**src/rtl/credit_pkg.sv**
```systemverilog
// Types and helpers shared by the transmit and receive ends of the credit link.
package credit_pkg;

    typedef enum logic [1:0] {
        RUN     = 2'd0,
        STARVED = 2'd1,
        FAULT   = 2'd2
    } credit_state_e;

    // Counter width needed to hold every value from 0 up to and including credits.
    function automatic int cnt_w(input int credits);
        return $clog2(credits + 1);
    endfunction

endpackage

```
**src/rtl/sat_updown_cnt.sv**
```systemverilog
// Up/down counter that saturates at MAX and flags any increment past MAX.
module sat_updown_cnt #(
    parameter int WIDTH = 3,
    parameter int MAX   = 5
) (
    input  logic             clk,
    input  logic             load,
    input  logic             inc,
    input  logic             dec,
    output logic [WIDTH-1:0] cnt,
    output logic             ovf
);

    localparam logic [WIDTH:0]   MAX_X = (WIDTH + 1)'(MAX);
    localparam logic [WIDTH-1:0] MAX_W = WIDTH'(MAX);

    logic [WIDTH-1:0] cnt_q;
    logic [WIDTH-1:0] cnt_d;
    logic [WIDTH:0]   sum;

    // One extra bit so the sum can exceed MAX without wrapping before the check.
    always_comb begin
        sum   = {1'b0, cnt_q} + {{WIDTH{1'b0}}, inc} - {{WIDTH{1'b0}}, dec};
        ovf   = !load && (sum > MAX_X);
        cnt_d = ovf ? MAX_W : sum[WIDTH-1:0];
        if (load) begin
            cnt_d = MAX_W;
        end
    end

    always_ff @(posedge clk) begin
        cnt_q <= cnt_d;
    end

    assign cnt = cnt_q;

endmodule

```
**src/rtl/credit_tx.sv**
```systemverilog
// Transmit end of a credit-based link: registered ready-less valid/data out,
// credits mirror free slots in the remote FIFO and come back one per pop.
module credit_tx
    import credit_pkg::*;
#(
    parameter int ELEM_WIDTH = 32,
    parameter int CREDITS    = 5,
    parameter int CNT_W      = cnt_w(CREDITS)
) (
    input  logic                  clk,
    input  logic                  arst_n,
    input  logic                  init,
    input  logic [ELEM_WIDTH-1:0] data_in,
    input  logic                  data_in_val,
    output logic                  data_in_rdy,
    output logic [ELEM_WIDTH-1:0] tx_data,
    output logic                  tx_val,
    input  logic                  credit_ret,
    output logic [CNT_W-1:0]      credit_cnt,
    output logic                  credit_err,
    output logic                  idle,
    output logic [1:0]            dbg_state
);

    // Handshake: data_in is taken in any cycle where data_in_val && data_in_rdy;
    // data_in_rdy depends on the credit register only. tx_val has no ready and
    // the receiver takes every word it qualifies.

    logic                  load;
    logic                  send;
    logic                  ovf;
    logic [CNT_W:0]        cnt_nx;
    logic                  tx_val_q;
    logic [ELEM_WIDTH-1:0] tx_data_q;
    logic                  err_q;
    credit_state_e         state_q;

    assign load        = !arst_n || init;
    assign data_in_rdy = (credit_cnt != '0);
    assign send        = data_in_val && data_in_rdy;
    assign cnt_nx      = {1'b0, credit_cnt} - (CNT_W + 1)'(send) + (CNT_W + 1)'(credit_ret);

    sat_updown_cnt #(
        .WIDTH (CNT_W),
        .MAX   (CREDITS)
    ) u_cnt (
        .clk  (clk),
        .load (load),
        .inc  (credit_ret),
        .dec  (send),
        .cnt  (credit_cnt),
        .ovf  (ovf)
    );

    always_ff @(posedge clk) begin
        if (load) begin
            tx_val_q  <= 1'b0;
            tx_data_q <= '0;
            err_q     <= 1'b0;
            state_q   <= RUN;
        end else begin
            tx_val_q <= send;
            if (send) begin
                tx_data_q <= data_in;
            end
            if (ovf) begin
                err_q <= 1'b1;
            end
            case (state_q)
                RUN:     if (ovf) state_q <= FAULT;
                         else if (cnt_nx == '0) state_q <= STARVED;
                STARVED: if (ovf) state_q <= FAULT;
                         else if (cnt_nx != '0) state_q <= RUN;
                default: state_q <= FAULT;
            endcase
        end
    end

    assign tx_val     = tx_val_q;
    assign tx_data    = tx_data_q;
    assign credit_err = err_q;
    assign idle       = (credit_cnt == CNT_W'(CREDITS)) && !tx_val_q && !err_q;
    assign dbg_state  = state_q;

    a_no_underflow: assert property (@(posedge clk) disable iff (!arst_n)
        !(send && credit_cnt == '0));
    a_cnt_in_range: assert property (@(posedge clk) disable iff (!arst_n)
        credit_cnt <= CNT_W'(CREDITS));
    a_starved_iff_zero: assert property (@(posedge clk) disable iff (!arst_n || init)
        (state_q != FAULT) |-> ((state_q == STARVED) == (credit_cnt == '0)));

endmodule

```
**config.mk**
```make
export PLATFORM = sky130hd
export DESIGN_NAME = credit_tx
export DESIGN_NICKNAME = d
export VERILOG_FILES = /design/src/rtl/credit_pkg.sv /design/src/rtl/sat_updown_cnt.sv /design/src/rtl/credit_tx.sv
export SDC_FILE = /design/constraint.sdc
export NUM_CORES = 1
export LEC_CHECK = 0
export ABC_AREA = 1
export ABC_CLOCK_PERIOD_IN_PS = 2400
export CAP_MARGIN = 20
export CORE_AREA = 2 2 69 71
export CTS_BUF_LIST = sky130_fd_sc_hd__clkbuf_8
export CTS_CLUSTER_DIAMETER = 200
export CTS_CLUSTER_SIZE = 8
export DETAILED_ROUTE_END_ITERATION = 7
export DIE_AREA = 0 0 71 73
export PLACE_DENSITY = 0.85
export RECOVER_POWER = 50
export SYNTH_ARGS = -nofsm -noshare
export SYNTH_HDL_FRONTEND = slang
export SYNTH_SLANG_ARGS = --single-unit
```
**constraint.sdc**
```tcl
create_clock -name clk -period 2.4 [get_ports clk]
set_clock_uncertainty 0.05 [all_clocks]
set_input_delay 0.48 -clock clk [delete_from_list [all_inputs] [get_ports clk]]
set_output_delay 0.48 -clock clk [all_outputs]
set_load 0.01 [all_outputs]
```
==> impl_metrics.yaml, run 1 <==
die:
  start_util_pct: 34.79
  dieArea_um2: 5183
  io_pins: 78
  core_area_um2: 4536
  die_height_um: 73
  die_w_um: 71
  num_rows: 25
worst_hold_path:
  whs_endpoint: "tx_data[25]"
  min_path_type: "flop to flop"
  holdPathStages: 2
  hp-start: "tx_data[25]"
worst_setup_path:
  crit_path_start_kind: "flop"
  crit_type: "flop to flop"
  crit_chain: "inv_2 -> nand3_4 -> nand2_4 -> inv_6 -> ha_1 -> inv_1 -> ha_1 -> fa_2 -> or2_4 -> nand3_2 -> nand3_1 -> nor2_1 -> nor2_1"
  cp_slowest_cell: "fa_2"
  reg2reg_depth: 13
  worstPathArrival_ps: 2370
  reg2reg_slack_ps: 150
  path_depth: 13
  reg2reg_to: "credit_err"
  r2r_start: "u_cnt.cnt[1]"
  slowest_delay_ps: 350
  endpoint_kind: "flop"
  path_buf_inv: 3
  cp_top_family: "adder cells"
  critPathMaxFanout: 4
  worst_ep_required_time_ps: 2520
timing:
  worst_slew_pin_slew_ps: 855.1
  rsz0062_at_grt: "no"
  fin_crit_sh_pct: 93.90
  slew_headroom_pct: 42.78
  fin_tns_setup_ps: 0
  max_freq_mhz: 443.7
  setup_violations: 0
  hold_viol: 0
  period_minus_slack_ps: 2254
  hold_ws_ps: 428.3
  drv_slew: 0
synth:
  synth-main-ff-cell: "dfxtp_1"
  synth.most_common_cell: "nor2_1"
  netlist_area_um2: 1578
  synth.area.top_cells: "dfxtp_1, nor2_1, o21ai_0, buf_6, nor2_2"
  synth_area_per_cell_um2: 8.218
  synth-seq-cells: 39
  syn_inst: 192
  synth_edf_count: 0
  synth_nets: 234
  yosys.area_share.simple_pct: 26.72
  async_reset_ff_share_pct: 0
  synth_common_cells: "nor2_1, dfxtp_1, o21ai_0"
  synth_top_family_by_area: "simple AND/OR/NAND/NOR gates"
  synth_top_area_share_pct: 49.48
  ys_seq_area_share_pct: 49.48
  synth_cell_types: 23
  synth_xor_area_share_pct: 0
  ys_warn_count: 0
  synth_mux_area_share_pct: 0
  yosysTopAreaCell: "dfxtp_1"
  synth_fa_ha_area_share_pct: 4.441
  synth_compound_area_share_pct: 10.86
placed_design:
  hpwlAfterDp_um: 2754
  placed_cells: 318
  place_congestion: 0.8593
  portBuffers: 77
run:
  drv_cap: 0
routing:
  wl_per_cell_um: 11.67
  drtIter0Drc: 51
  ant_nets: 0
  drc: 0
  vias_per_cell: 4.633
  vias: 1515
  drt_first_pass_iters: 6
  routed_wl_um: 3815
clock_tree:
  cts_max_path_buffers: 2
  htree_levels: 2
  clk_latency_ps: 270
  cts.root.buffer_cell: "clkbuf_8"
  clock_sinks: 39
  tritoncts: "done"
  hold_buffers: 0
  clkTransAtPathRegs_ps: 70
  numCtsBuffers: 5
power_and_ir_drop:
  p_leak_uw: 0.001038
  powerDensity_nw_per_um2: 544.3
  peakVddDrop_uv: 314.5
cells_and_area:
  layout.cells.non_filler: 327
  diodes: 0
  nets: 314
  drive_gt1_share_pct: 11.36
  fillers: 430
  area_growth_pct: 56.38
grt:
  grt_max_degree: 34
  antenna_found_initial: 0
  grt_pass1_wl_um: 6092
  grt_pass1_vias: 1422
  grt_use_total_pct: 14.76
  overflow: 0
outcome:
  status: "finished, final reports clean"
-- worst max path at each step --
stage / endpoint / from
6_report: credit_err / u_cnt.cnt[1]
5_1_grt: dbg_state[0] / u_cnt.cnt[1]
4_1_cts: credit_err / data_in_val
3_5_place_dp: credit_err / data_in_val
3_3_place_gp: credit_err / data_in_val
2_1_floorplan: credit_err / u_cnt.cnt[1]
-- registers in the layout, summed over array words and instances (netlist names) --
register and flops:
tx_val 1, dbg_state 2, credit_err 1, tx_data 32, u_cnt.cnt 3
-- placed cells by master, fill, tap and decap left out, types with 2 or more instances in the layout --
master           Yosys  final
buf_4                0      4
clkbuf_8             0      5
clkdlybuf4s50_1      0     68
dfxtp_1             39     37
dfxtp_2              0      2
dlygate4sd3_1        0      8
ha_1                 4      4
inv_1                9      9
inv_2                1      3
nand2_1              8      8
nand3_1              9      8
nor2_1              62     63
nor2_2               9      9
o21ai_0             31     32
-- layout make-up --
cell class | instances | area [um2] | area share, %
flip-flops and latches | 39 | 783.3 | 31.74
clock inverters | 3 | 12.51 | 0.5071
repair buffers | 82 | 823.3 | 33.37
well taps | 54 | 67.56 | 2.738
inverters | 11 | 46.29 | 1.876
clock buffers | 5 | 68.82 | 2.789
multi-input cells | 133 | 665.6 | 26.98
-- through the flow --
stage               worst slack [ps]  total power [uW]  util [%]  area [um2]
floorplan                      17.99             819.1         -        1585
global placement              -192.7             948.9     52.44        2379
CTS                            21.80              1370     54.23        2460
global route                   22.51              1414     54.40        2467
detailed placement            -288.3             954.7     52.44        2379
finish                         146.4              1343     54.40        2467
-- routing by layer --
layer | vias up | global-route usage (%) | part of all wire [%]
met5 | - | 0 | 0
met4 | 0 | 6.080 | 0.37
met3 | 2 | 3.315 | 6.0
met2 | 52 | 27.93 | 53
met1 | 689 | 15.78 | 41
li1 | 772 | - | -
-- cell families after synthesis --
family	count (synthesis)
buffers and inverters	20
AO/OA/AOI/OAI	34
AND/OR/NAND/NOR	94
adder cells (fa/ha/maj)	5
flip-flops	39
-- where the power goes --
part | switching (uW) | leakage, uW | internal [uW]
Sequential | 15.4 | 0.000319 | 675
Combinational | 106 | 0.000669 | 142
Clock | 210 | 0.0000505 | 195
Total | 331 | 0.00104 | 1010
-- tightest hold or removal path, stage by stage (launching register included) --
cell and delay [ps]:
dfxtp_1 320, nor2_1 40, nor2_1 80
-- what timing repair did --
item                                    in CTS  in global routing
endpoints found under the setup margin       0                  5
buffers inserted                             0                  1
gates resized for setup                      0                  3
No activity file was read; power rests on OpenSTA's default activity.
==> run 2, diff against run 1 <==
--- a/config.mk
+++ b/config.mk
@@ -10,7 +10,7 @@
 export CAP_MARGIN = 20
 export CORE_AREA = 2 2 69 71
 export CTS_BUF_LIST = sky130_fd_sc_hd__clkbuf_8
-export CTS_CLUSTER_DIAMETER = 200
+export CTS_CLUSTER_DIAMETER = 30
 export CTS_CLUSTER_SIZE = 8
 export DETAILED_ROUTE_END_ITERATION = 7
 export DIE_AREA = 0 0 71 73
==> results of run 2 <==
Same layout as run 1: the final DEF is identical, and so are final timing and power.
